`config.mk`:
```
export PLATFORM = sky130hd
export DESIGN_NAME = m_lsu_bus
export DESIGN_NICKNAME = d
export VERILOG_FILES = /design/src/rtl/m_lsu_bus.sv
export SDC_FILE = /design/constraint.sdc
export NUM_CORES = 1
export LEC_CHECK = 0
export BUFFER_PORTS_ARGS = -buffer_cell sky130_fd_sc_hd__buf_2
export CAP_MARGIN = 40
export CELL_PAD_IN_SITES_DETAIL_PLACEMENT = 1
export CELL_PAD_IN_SITES_GLOBAL_PLACEMENT = 2
export CORE_AREA = 5 5 146 148
export DETAILED_ROUTE_END_ITERATION = 12
export DIE_AREA = 0 0 151 153
export GPL_TIMING_DRIVEN = 1
export PLACE_DENSITY_LB_ADDON = 0.1
export SKIP_CTS_REPAIR_TIMING = 1
export SKIP_LAST_GASP = 1
export SYNTH_ARGS = -nofsm -noshare
export SYNTH_HDL_FRONTEND = slang
export SYNTH_SLANG_ARGS = --single-unit
```
`constraint.sdc`:
```
create_clock -name clk -period 2.4 [get_ports clk]
set_clock_uncertainty 0.1 [all_clocks]
set_input_delay 0.12 -clock clk [delete_from_list [all_inputs] [get_ports clk]]
set_output_delay 0.12 -clock clk [all_outputs]
set_load 0.05 [all_outputs]
```
`src/rtl/m_lsu_bus.sv`:
```
// Memory-stage load/store unit: narrows stores and extends loads around a req/ack bus handshake.
// Optional LSU_TIMEOUT_EN aborts a bus request that is not acknowledged within TIMEOUT cycles.
module m_lsu_bus #(
    parameter int TIMEOUT = 16
) (
    input  logic        clk,
    input  logic        reset,
    input  logic        start,
    input  logic [3:0]  op,
    input  logic [31:0] addr,
    input  logic [31:0] wdata,
    output logic        busy,
    output logic        done,
    output logic [31:0] rdata,
    output logic [4:0]  exc,
    output logic        bus_req,
    output logic [31:0] bus_addr,
    output logic [3:0]  bus_be,
    output logic [31:0] bus_wdata,
    input  logic        bus_ack,
    input  logic [31:0] bus_rdata
);

    // state   | meaning
    // IDLE    | waiting for start from the M stage
    // REQ     | bus request outstanding, waiting for bus_ack
    // DONE    | one-cycle completion, done and exc valid
    localparam logic [1:0] ST_IDLE = 2'd0;
    localparam logic [1:0] ST_REQ  = 2'd1;
    localparam logic [1:0] ST_DONE = 2'd2;

    localparam logic [3:0] OP_LW  = 4'd0;
    localparam logic [3:0] OP_LH  = 4'd1;
    localparam logic [3:0] OP_LHU = 4'd2;
    localparam logic [3:0] OP_LB  = 4'd3;
    localparam logic [3:0] OP_LBU = 4'd4;
    localparam logic [3:0] OP_SW  = 4'd8;
    localparam logic [3:0] OP_SH  = 4'd9;
    localparam logic [3:0] OP_SB  = 4'd10;

    localparam logic [4:0] EXC_NONE = 5'd0;
    localparam logic [4:0] EXC_ADEL = 5'd4;
    localparam logic [4:0] EXC_ADES = 5'd5;
    localparam logic [4:0] EXC_RI   = 5'd10;

    if (TIMEOUT < 2) begin : g_timeout_check
        $error("m_lsu_bus: TIMEOUT must be at least 2");
    end

    logic [1:0]  state_q;
    logic [3:0]  op_q;
    logic [1:0]  addr_lo_q;
    logic [31:0] rdata_q;
    logic [4:0]  exc_q;
    logic [31:0] bus_addr_q;
    logic [3:0]  bus_be_q;
    logic [31:0] bus_wdata_q;

    logic        op_legal;
    logic        op_load;
    logic        op_misal;
    logic [3:0]  be_n;
    logic [31:0] wd_n;

    logic [15:0] half_sel;
    logic [7:0]  byte_sel;
    logic [31:0] ld_ext;

    // Decode of the incoming request, only consumed in IDLE.
    always_comb begin
        op_legal = 1'b1;
        op_load  = 1'b0;
        op_misal = 1'b0;
        be_n     = 4'b0000;
        wd_n     = 32'h0;
        case (op)
            OP_LW: begin
                op_load  = 1'b1;
                op_misal = (addr[1:0] != 2'b00);
            end
            OP_LH, OP_LHU: begin
                op_load  = 1'b1;
                op_misal = addr[0];
            end
            OP_LB, OP_LBU: begin
                op_load  = 1'b1;
            end
            OP_SW: begin
                op_misal = (addr[1:0] != 2'b00);
                be_n     = 4'b1111;
                wd_n     = wdata;
            end
            OP_SH: begin
                op_misal = addr[0];
                be_n     = addr[1] ? 4'b1100 : 4'b0011;
                wd_n     = {2{wdata[15:0]}};
            end
            OP_SB: begin
                be_n     = 4'b0001 << addr[1:0];
                wd_n     = {4{wdata[7:0]}};
            end
            default: begin
                op_legal = 1'b0;
            end
        endcase
    end

    // Lane selection and extension of the returned bus word.
    always_comb begin
        half_sel = addr_lo_q[1] ? bus_rdata[31:16] : bus_rdata[15:0];
        case (addr_lo_q)
            2'd0:    byte_sel = bus_rdata[7:0];
            2'd1:    byte_sel = bus_rdata[15:8];
            2'd2:    byte_sel = bus_rdata[23:16];
            default: byte_sel = bus_rdata[31:24];
        endcase
        case (op_q)
            OP_LH:   ld_ext = {{16{half_sel[15]}}, half_sel};
            OP_LHU:  ld_ext = {16'h0, half_sel};
            OP_LB:   ld_ext = {{24{byte_sel[7]}}, byte_sel};
            OP_LBU:  ld_ext = {24'h0, byte_sel};
            default: ld_ext = bus_rdata;
        endcase
    end

`ifdef LSU_TIMEOUT_EN
    localparam int CW = (TIMEOUT > 2) ? $clog2(TIMEOUT) : 1;
    localparam logic [CW-1:0] TMO_LOAD = CW'(TIMEOUT - 1);

    // Down-counter loaded on REQ entry; terminal count 0 ends the final REQ cycle.
    logic [CW-1:0] tmo_cnt_q;
`endif

    always_ff @(posedge clk) begin
        if (reset) begin
            state_q     <= ST_IDLE;
            op_q        <= 4'h0;
            addr_lo_q   <= 2'b00;
            rdata_q     <= 32'h0;
            exc_q       <= EXC_NONE;
            bus_addr_q  <= 32'h0;
            bus_be_q    <= 4'b0000;
            bus_wdata_q <= 32'h0;
`ifdef LSU_TIMEOUT_EN
            tmo_cnt_q   <= '0;
`endif
        end else begin
            case (state_q)
                ST_IDLE: begin
                    if (start) begin
                        if (!op_legal) begin
                            exc_q   <= EXC_RI;
                            state_q <= ST_DONE;
                        end else if (op_misal) begin
                            exc_q   <= op_load ? EXC_ADEL : EXC_ADES;
                            state_q <= ST_DONE;
                        end else begin
                            op_q        <= op;
                            addr_lo_q   <= addr[1:0];
                            bus_addr_q  <= {addr[31:2], 2'b00};
                            bus_be_q    <= be_n;
                            bus_wdata_q <= wd_n;
                            exc_q       <= EXC_NONE;
`ifdef LSU_TIMEOUT_EN
                            tmo_cnt_q   <= TMO_LOAD;
`endif
                            state_q     <= ST_REQ;
                        end
                    end
                end
                ST_REQ: begin
                    if (bus_ack) begin
                        if (!op_q[3]) begin
                            rdata_q <= ld_ext;
                        end
                        state_q <= ST_DONE;
                    end
`ifdef LSU_TIMEOUT_EN
                    else if (tmo_cnt_q == '0) begin
                        exc_q   <= op_q[3] ? EXC_ADES : EXC_ADEL;
                        state_q <= ST_DONE;
                    end else begin
                        tmo_cnt_q <= tmo_cnt_q - 1'b1;
                    end
`endif
                end
                ST_DONE: begin
                    state_q <= ST_IDLE;
                end
                default: begin
                    state_q <= ST_IDLE;
                end
            endcase
        end
    end

    assign busy      = (state_q == ST_REQ) || (state_q == ST_DONE);
    assign done      = (state_q == ST_DONE);
    assign bus_req   = (state_q == ST_REQ);
    assign rdata     = rdata_q;
    assign exc       = exc_q;
    assign bus_addr  = bus_addr_q;
    assign bus_be    = bus_be_q;
    assign bus_wdata = bus_wdata_q;

endmodule

```
==> flow_summary.json, run 1 <==
{
  "status": "finished with violations",
  "violations": "negative hold slack",
  "grt_max_degree": 57,
  "p_switching_uw": 1530,
  "path_clk_slew_ns": 0.08,
  "final_cell_count_no_fill": 1150,
  "hold_depth": 3,
  "finalMaxSlewViolations": 0,
  "grt_pass1_wl_um": 30400,
  "layout_common_cells": "207 x buf_2, 134 x nand2_1, 109 x dfxtp_1",
  "synth_top_area_cell": "dfxtp_1",
  "crit_path_start_kind": "flop",
  "final_hold_viol_count": 6,
  "hold_start": "wdata[28]",
  "setup_viol": 0,
  "synth_cell_types": 46,
  "nFillCells": 2429,
  "wl_per_cell_um": 17.6,
  "p_comb_share_pct": 24.8,
  "synth-edff-count": 0,
  "dieArea_sq_um": 23100,
  "synth_cells": 629,
  "routed_wl_um": 20200,
  "start_util_pct": 26.4,
  "seq_area_sq_um": 2180,
  "postPlaceCellArea_sq_um": 6500,
  "vias": 5550,
  "irDropWorstVdd_mv": 0.325,
  "clkSinkCount": 109,
  "r2r-start": "state_q[1]$_SDFFE_PP0P_",
  "r2r_cells": 8,
  "synth-seq-area-share_pct": 41.5,
  "drive_above_1_share_pct": 32.0,
  "grt.total_usage_pct": 16.5,
  "fmaxAchievable_mhz": 459,
  "finalCriticalPeriod_ns": 2.18,
  "whs_endpoint": "bus_wdata[28]$_SDFFE_PP0P_",
  "dieWidth_um": 151,
  "fin_area_sq_um": 7440,
  "synth_area_leaders": "dfxtp_1 41%, nand2_1 9.6%, a21oi_1 6.9%",
  "crit_type": "flop to flop",
  "yosysWarnings": 0,
  "coreArea_sq_um": 19900,
  "rows": 52,
  "drt_first_iter_violations": 215,
  "rsz0062_at_grt": "no",
  "p_clk_share_pct": 32.4,
  "ant_nets": 0,
  "end_kind": "flop",
  "ys_async_sr_fraction_pct": 0,
  "setup_tns_ns": 0,
  "crit_fanout": 56,
  "drc": 0,
  "rrSetupSlack_ns": 0.22,
  "die_h_um": 153,
  "syn-cell-area_sq_um": 5260,
  "syn_avg_cell_area_sq_um": 8.36,
  "crit_family": "compound AO/OA/AOI/OAI gates",
  "grt_overflow": 0,
  "gp_congestion": 0.816,
  "area_delta_synth_final_pct": 41.5,
  "utilization_pct": 37.4,
  "multiInputGateArea_sq_um": 2740,
  "grt_pass1_vias": 5594,
  "clk_latency_ns": 0.35,
  "cts_tree": "built",
  "dp_hpwl_um": 14400,
  "synthFlopType": "dfxtp_1",
  "dr.pass1.iters": 4,
  "max_stage_delay_ns": 0.32,
  "cp_slowest_cell": "dfxtp_1",
  "r2r_end": "bus_be[0]$_SDFFE_PP0P_",
  "layout_commonest_cell": "buf_2",
  "clock-root-buffer": "clkbuf_16",
  "hold_class": "primary input to flop",
  "antenna_found_initial": 0,
  "crit_chain": "inv_1 > ha_1 > nand2_1 > a211oi_4 > o211a_2 > buf_12 > o211ai_1 > a21oi_1",
  "drv_cap": 0,
  "post_drt_via_cell_ratio": 4.83,
  "finalCritPeriodShare_pct": 90.7,
  "placement.io_buffers": 208,
  "arrival_ns": 2.36,
  "final_nets": 982,
  "relSlewSlack_pct": 56.0,
  "worst_hold_slack_ns": -0.0229,
  "synth_top_area_share_pct": 41.5,
  "power_density_nw_per_um2": 611,
  "cts_buffers": 9,
  "place_inst": 1068,
  "required_ns": 2.59,
  "synth-seq-cells": 109,
  "clockBufferDepth": 2,
  "internal_power_uw": 3010,
  "n_antenna_cell": 0,
  "h-tree-depth": 3,
  "worst_pin_slew_ns": 0.659,
  "seqPwrFrac_pct": 42.8,
  "io_pins": 212,
  "switching_share_pct": 33.7,
  "cp.buffers_inverters": 2,
  "leakagePower_uw": 0.00314
}
==> Yosys cell counts, types with 5 or more instances <==
cell,count
mux2i_1,8
buf_2,9
nor3_1,36
nand3_1,17
nor4_1,9
dfxtp_1,109
o21ai_0,11
mux2_2,16
nand2_1,134
buf_6,7
inv_1,5
a211oi_1,29
mux4_1,7
a21oi_1,73
a2111oi_2,7
buf_4,11
nor2_1,58
clkbuf_1,32
a221oi_1,8
==> tightest hold or removal path, delay by kind of cell <==
kind / cells / cell delay, ns
buffers and inverters: 1 / 0.09
AND/OR/NAND/NOR: 1 / 0.11
AO/OA/AOI/OAI: 1 / 0.06
==> cell type report <==
type                            count  area share [%]
Clock buffer                       10            3.21
Clock inverter                      6           0.605
Inverter                            5           0.252
Multi-Input combinational cell    458            36.9
Sequential cell                   109            29.3
Tap cell                          270            4.54
Timing Repair Buffer              292            25.2
==> layer usage <==
metal  vias up  GRT usage, %  routed length, um
met4         0          2.50                119
li1       2699             -                  -
met2       151          26.9               9830
met5         -             0                  0
met3         8          5.95               1380
met1      2692          21.3               8870
==> power by group through the flow <==
| stage | clock network [uW] | logic, uW | registers [uW] |
|---|---|---|---|
| after floorplan | 0 | 480 | 2230 |
| after global placement | 0 | 1040 | 1990 |
| after detailed placement | 0 | 1050 | 1990 |
| after CTS | 1540 | 1050 | 1950 |
| after global routing | 1610 | 1220 | 1960 |
| final | 1470 | 1130 | 1940 |
==> how the worst max path moves through the flow <==
stage                                       start                   endpoint  slack [ns]  cells past startpoint
after global routing      state_q[1]$_SDFFE_PP0P_     bus_be[0]$_SDFFE_PP0P_        0.04                      8
after floorplan           state_q[1]$_SDFFE_PP0P_     rdata[15]$_SDFFE_PP0P_        0.14                      8
after detailed placement  state_q[1]$_SDFFE_PP0P_  bus_wdata[6]$_SDFFE_PP0P_        0.21                      8
after global placement    state_q[0]$_SDFFE_PP0P_     bus_be[0]$_SDFFE_PP0P_        0.36                      8
after CTS                 state_q[1]$_SDFFE_PP0P_  bus_wdata[6]$_SDFFE_PP0P_        0.19                      8
final                     state_q[1]$_SDFFE_PP0P_     bus_be[0]$_SDFFE_PP0P_        0.22                      8
==> state kept, by name, indices dropped and copies added (netlist names) <==
signal / flops
op_q: 4
bus_be: 4
addr_lo_q: 2
bus_addr: 30
rdata: 32
bus_wdata: 32
state_q: 2
exc: 3
==> through the flow <==
| step | hold WS [ns] | setup WS [ns] | total power (uW) |
|---|---|---|---|
| final | -0.0229 | 0.223 | 4540 |
| after global routing | 0.00404 | 0.0370 | 4780 |
| after CTS | -0.127 | 0.193 | 4540 |
| after detailed placement | 0.268 | 0.209 | 3040 |
| after global placement | 0.262 | 0.361 | 3020 |
| after floorplan | 0.156 | 0.143 | 2710 |
==> cell families after synthesis <==
| group | after synthesis | share of synthesized area [%] |
|---|---|---|
| AOI/OAI and AO/OA | 146 | 19.6 |
| xor gates and xnor gates | 1 | 0.167 |
| adders and majority gates | 3 | 0.714 |
| buffers and inverters | 64 | 6.57 |
| DFF | 109 | 41.5 |
| muxes | 33 | 9.16 |
| other | 1 | 0.0713 |
| and+or+nand+nor | 272 | 22.3 |
Power figures use the tool's default switching activity.
==> inputs of run 2 (changes only) <==
--- a/config.mk
+++ b/config.mk
@@ -5,13 +5,14 @@
 export SDC_FILE = /design/constraint.sdc
 export NUM_CORES = 1
 export LEC_CHECK = 0
+export ABC_AREA = 1
 export BUFFER_PORTS_ARGS = -buffer_cell sky130_fd_sc_hd__buf_2
 export CAP_MARGIN = 40
 export CELL_PAD_IN_SITES_DETAIL_PLACEMENT = 1
 export CELL_PAD_IN_SITES_GLOBAL_PLACEMENT = 2
-export CORE_AREA = 5 5 146 148
+export CORE_AREA = 5 5 160 162
 export DETAILED_ROUTE_END_ITERATION = 12
-export DIE_AREA = 0 0 151 153
+export DIE_AREA = 0 0 165 167
 export GPL_TIMING_DRIVEN = 1
 export PLACE_DENSITY_LB_ADDON = 0.1
 export SKIP_CTS_REPAIR_TIMING = 1
==> flow_summary.json, run 2 <==
{
  "grt.total_usage_pct": 16.1,
  "hold_class": "primary input to flop",
  "leakagePower_uw": 0.00406,
  "final_hold_viol_count": 2,
  "setup_viol": 0,
  "crit_path_start_kind": "primary input",
  "drv_cap": 0,
  "finalMaxSlewViolations": 0,
  "fmaxAchievable_mhz": 512,
  "synthTopCellsByCount": "269 x nand2_1, 154 x nor2_1, 109 x dfxtp_1, 109 x inv_1",
  "die_h_um": 167,
  "worst_hold_slack_ns": -0.0219,
  "grt_pass1_vias": 6599,
  "cts_tree": "built",
  "synth-seq-cells": 109,
  "rrSetupSlack_ns": 0.59,
  "clkSinkCount": 109,
  "r2r_cells": 7,
  "irDropWorstVdd_mv": 0.285,
  "hold_depth": 5,
  "drc": 0,
  "rows": 57,
  "worst_pin_slew_ns": 0.612,
  "routed_wl_um": 22600,
  "status": "finished with violations",
  "io_pins": 212,
  "relSlewSlack_pct": 59.2,
  "syn-cell-area_sq_um": 5860,
  "wl_per_cell_um": 15.1,
  "h-tree-depth": 3,
  "post_drt_via_cell_ratio": 4.32,
  "grt_overflow": 0,
  "rsz0062_at_grt": "no",
  "r2r_end": "rdata[18]$_SDFFE_PP0P_",
  "end_kind": "flop",
  "start_util_pct": 24.5,
  "coreArea_sq_um": 24000,
  "arrival_ns": 2.11,
  "drt_first_iter_violations": 274,
  "whs_endpoint": "rdata[24]$_SDFFE_PP0P_",
  "synth_cells": 959,
  "fin_area_sq_um": 7860,
  "cts_buffers": 9,
  "area_delta_synth_final_pct": 34.2,
  "hold_start": "bus_rdata[24]",
  "syn_avg_cell_area_sq_um": 6.11,
  "clock-root-buffer": "clkbuf_16",
  "synth_most_common_cell": "nand2_1",
  "grt_max_degree": 52,
  "ys_async_sr_fraction_pct": 0,
  "drive_above_1_share_pct": 21.7,
  "setup_tns_ns": 0,
  "dieWidth_um": 165,
  "r2r-start": "addr_lo_q[0]$_SDFFE_PP0P_",
  "dieArea_sq_um": 27600,
  "synth_top_area_cell": "dfxtp_1",
  "dr.pass1.iters": 4,
  "gp_congestion": 0.776,
  "yosysWarnings": 0,
  "ant_nets": 0,
  "nFillCells": 3194,
  "crit_type": "primary input to flop",
  "clk_latency_ns": 0.35,
  "synth_area_leaders": "dfxtp_1 37%, nand2_1 17%, nor2_1 9.9%",
  "grt_pass1_wl_um": 35500,
  "clockBufferDepth": 2,
  "power.total_uw": 4800,
  "finalCritPeriodShare_pct": 81.5,
  "final_nets": 1277,
  "layout_common_cells": "268 x nand2_1, 208 x buf_2, 153 x nor2_1",
  "placement.io_buffers": 208,
  "dp_hpwl_um": 16500,
  "crit_fanout": 51,
  "synth-edff-count": 0,
  "power_density_nw_per_um2": 610,
  "violations": "negative hold slack",
  "required_ns": 2.55,
  "path_clk_slew_ns": 0.08,
  "vias": 6484,
  "postPlaceCellArea_sq_um": 7250,
  "finalCriticalPeriod_ns": 1.96,
  "synthFlopType": "dfxtp_1",
  "synth-seq-area-share_pct": 37.2,
  "synth_top_area_share_pct": 37.2,
  "layout_commonest_cell": "nand2_1",
  "synth_cell_types": 24,
  "antenna_found_initial": 5
}
run 2: changes by cell type after synthesis, sizes merged, moves of 33 or more:
cell / change
nand2: +137
nor3: -37
inv: +106
nand3: +80
nor2: +98
a211oi: -33
run 2: cell type report:
class                   instances  area [sq um]  share of cell area, %
flip-flops and latches        109          2180                   27.7
inverters                     111           417                   5.30
diodes                          1          2.50                 0.0318
repair buffers                260          1600                   20.3
clock buffers                   9           225                   2.86
multi-input cells             679          2980                   37.9
well taps                     324           405                   5.16
clock inverters                 7          57.6                  0.732
run 2: through the flow:
step | std cells | setup slack, ns | utilization (%)
after floorplan | 961 | 0.302 | -
after global placement | 1449 | 0.586 | 30.1
after detailed placement | 1450 | 0.570 | 30.2
after CTS | 1466 | 0.551 | 31.4
after global routing | 1500 | 0.249 | 32.8
final | 1500 | 0.445 | 32.8
run 2: power by group:
group	leakage, uW	total [uW]	switching, uW	internal [uW]
combinational	0.00304	1330	926	405
sequential	0.000886	1970	61.0	1910
clock	0.000134	1500	778	722
run 2: worst max-delay path: stages:
cell and delay, ns:
dlygate4sd3_1 0.54, buf_2 0.15, inv_1 0.12, nand3_1 0.09, nand2_1 0.06, nand2_1 0.05
nand2_1 0.14, nand2_4 0.22, nand2_2 0.15, buf_12 0.25, nand2_1 0.08, nand2_1 0.06
nor2_1 0.05
run 2: cells by family after synthesis:
kind of cell	share of synthesized area [%]
and+or+nand+nor	36.7
buffers and inverters	12.5
AOI/OAI and AO/OA	12.9
DFF	37.2
adders and majority gates	0.641
other	0.0640
run 2: how the worst max path moves through the flow:
stage | start | depth (start not counted) | endpoint | slack [ns]
after CTS | addr_lo_q[0]$_SDFFE_PP0P_ | 7 | rdata[18]$_SDFFE_PP0P_ | 0.55
final | op[0] | 13 | bus_be[2]$_SDFFE_PP0P_ | 0.44
after global routing | op[0] | 10 | bus_addr[28]$_SDFFE_PP0P_ | 0.25
after global placement | state_q[0]$_SDFFE_PP0P_ | 8 | bus_wdata[18]$_SDFFE_PP0P_ | 0.59
after floorplan | state_q[1]$_SDFFE_PP0P_ | 9 | rdata[30]$_SDFFE_PP0P_ | 0.30
after detailed placement | op[1] | 10 | op_q[1]$_SDFFE_PP0P_ | 0.57
run 2: per-layer routing:
layer	part of all wire (%)	GRT usage [%]
met1	47	21.2
met2	46	26.2
met3	6.2	5.12
met4	0.66	2.82
met5	0.24	0
==> inputs of run 3 (changes only) <==
==> constraint.sdc (replaced) <==
create_clock -name clk -period 2 [get_ports clk]
set_clock_uncertainty 0.1 [all_clocks]
set_input_delay 0.1 -clock clk [delete_from_list [all_inputs] [get_ports clk]]
set_output_delay 0.1 -clock clk [all_outputs]
set_load 0.05 [all_outputs]
==> flow_summary.json, run 3 (synthesized netlist as in run 2, its figures left out) <==
{
  "hold_class": "primary input to flop",
  "grt.total_usage_pct": 16.5,
  "die_h_um": 167,
  "fmaxAchievable_mhz": 526,
  "final_cell_count_no_fill": 1510,
  "drt_first_iter_violations": 299,
  "coreArea_sq_um": 24000,
  "irDropWorstVdd_mv": 0.322,
  "utilization_pct": 33.2,
  "final_nets": 1286,
  "multiInputGateArea_sq_um": 2980,
  "switching_share_pct": 37.3,
  "post_drt_via_cell_ratio": 4.38,
  "r2r_cells": 7,
  "cp.buffers_inverters": 4,
  "cp_slowest_cell": "dlygate4sd3_1",
  "start_util_pct": 24.5,
  "end_kind": "flop",
  "rows": 57,
  "grt_pass1_vias": 6716,
  "gp_congestion": 0.777,
  "place_inst": 1455,
  "power.total_uw": 5850,
  "r2r_end": "bus_addr[25]$_SDFFE_PP0P_",
  "grt_pass1_wl_um": 36500,
  "crit_chain": "dlygate4sd3_1 > buf_2 > inv_1 > o21ai_1 > a21oi_4 > buf_12 > nand3_1 > a21oi_1",
  "ant_nets": 0,
  "dr.pass1.iters": 4,
  "p_comb_share_pct": 27.4,
  "violations": "negative hold slack",
  "max_stage_delay_ns": 0.55,
  "crit_path_start_kind": "primary input",
  "dp_hpwl_um": 16500,
  "drv_cap": 0,
  "crit_fanout": 70,
  "finalMaxSlewViolations": 0,
  "p_clk_share_pct": 32.3,
  "grt_max_degree": 95,
  "rrSetupSlack_ns": 0.16,
  "path_clk_slew_ns": 0.09,
  "dieArea_sq_um": 27600,
  "dieWidth_um": 165,
  "seqPwrFrac_pct": 40.3,
  "placement.io_buffers": 208,
  "final_hold_viol_count": 6,
  "h-tree-depth": 3,
  "drive_above_1_share_pct": 22.0,
  "wl_per_cell_um": 15.1,
  "vias": 6620,
  "antenna_found_initial": 1,
  "clockBufferDepth": 2,
  "relSlewSlack_pct": 61.4,
  "layout_commonest_cell": "nand2_1",
  "worst_hold_slack_ns": -0.0336,
  "hold_depth": 5,
  "finalCritPeriodShare_pct": 95.0,
  "clkSinkCount": 109,
  "p_switching_uw": 2180,
  "clock-root-buffer": "clkbuf_16",
  "status": "finished with violations",
  "rsz0062_at_grt": "yes",
  "seq_area_sq_um": 2180,
  "crit_type": "primary input to flop",
  "clk_latency_ns": 0.35,
  "required_ns": 2.19,
  "io_pins": 212,
  "routed_wl_um": 22800,
  "nFillCells": 3176,
  "layout_common_cells": "268 x nand2_1, 208 x buf_2, 153 x nor2_1",
  "drc": 0,
  "cts_tree": "built",
  "internal_power_uw": 3670,
  "leakagePower_uw": 0.00410,
  "finalCriticalPeriod_ns": 1.90,
  "hold_start": "bus_rdata[29]",
  "setup_viol": 0,
  "arrival_ns": 2.09,
  "worst_pin_slew_ns": 0.579,
  "cts_buffers": 9,
  "grt_overflow": 0,
  "r2r-start": "state_q[1]$_SDFFE_PP0P_",
  "whs_endpoint": "rdata[29]$_SDFFE_PP0P_",
  "power_density_nw_per_um2": 736,
  "area_delta_synth_final_pct": 35.7,
  "crit_family": "buffers and inverters"
}
run 3: worst register-to-register path, delay by kind of cell (launching register included):
kind,cells,cell delay [ns]
AO/OA/AOI/OAI,2,0.39
adder cells (fa/ha/maj),1,0.21
buffers and inverters,2,0.41
flip-flops,1,0.32
AND/OR/NAND/NOR,2,0.35
run 3: power by group through the flow:
| stage | sequential [uW] | combinational, uW | clock (uW) |
|---|---|---|---|
| floorplan | 2780 | 721 | 0 |
| global placement | 2420 | 1560 | 0 |
| detailed placement | 2410 | 1570 | 0 |
| CTS | 2370 | 1570 | 2010 |
| global route | 2380 | 1770 | 2110 |
| finish | 2360 | 1600 | 1890 |
run 3: cell type report:
type | count | share of cell area, %
multi-input combinational | 679 | 37.5
sequential | 109 | 27.4
timing repair buffer | 269 | 20.8
inverter | 111 | 5.24
tap | 324 | 5.10
clock buffer | 9 | 2.83
clock inverter | 7 | 1.04
antenna | 2 | 0.0629
run 3: worst max-delay path by stage:
| stage | cells after the start | slack, ns | endpoint | startpoint |
|---|---|---|---|---|
| floorplan | 9 | 0.07 | rdata[30]$_SDFFE_PP0P_ | state_q[1]$_SDFFE_PP0P_ |
| global placement | 7 | 0.24 | bus_wdata[2]$_SDFFE_PP0P_ | state_q[0]$_SDFFE_PP0P_ |
| detailed placement | 7 | 0.18 | bus_addr[25]$_SDFFE_PP0P_ | state_q[0]$_SDFFE_PP0P_ |
| CTS | 7 | 0.15 | bus_wdata[2]$_SDFFE_PP0P_ | state_q[1]$_SDFFE_PP0P_ |
| global route | 7 | -0.003 | bus_wdata[2]$_SDFFE_PP0P_ | state_q[1]$_SDFFE_PP0P_ |
| finish | 8 | 0.10 | bus_addr[25]$_SDFFE_PP0P_ | op[2] |
run 3: per-stage QoR:
stage                     setup TNS (ns)  setup slack (ns)  instance area, sq um
final                                  0             0.100                  7950
after global routing            -0.00450          -0.00301                  7950
after CTS                              0             0.153                  7580
after detailed placement               0             0.180                  7270
after global placement                 0             0.242                  7270
after floorplan                        0            0.0680                  5870
run 3: routing by layer:
metal	track usage (%)	vias up	part of all wire (%)
met5	0	-	0
met4	3.15	0	0.97
met3	4.75	13	6.2
met2	26.5	147	47
met1	22.2	3040	46
li1	-	3420	-
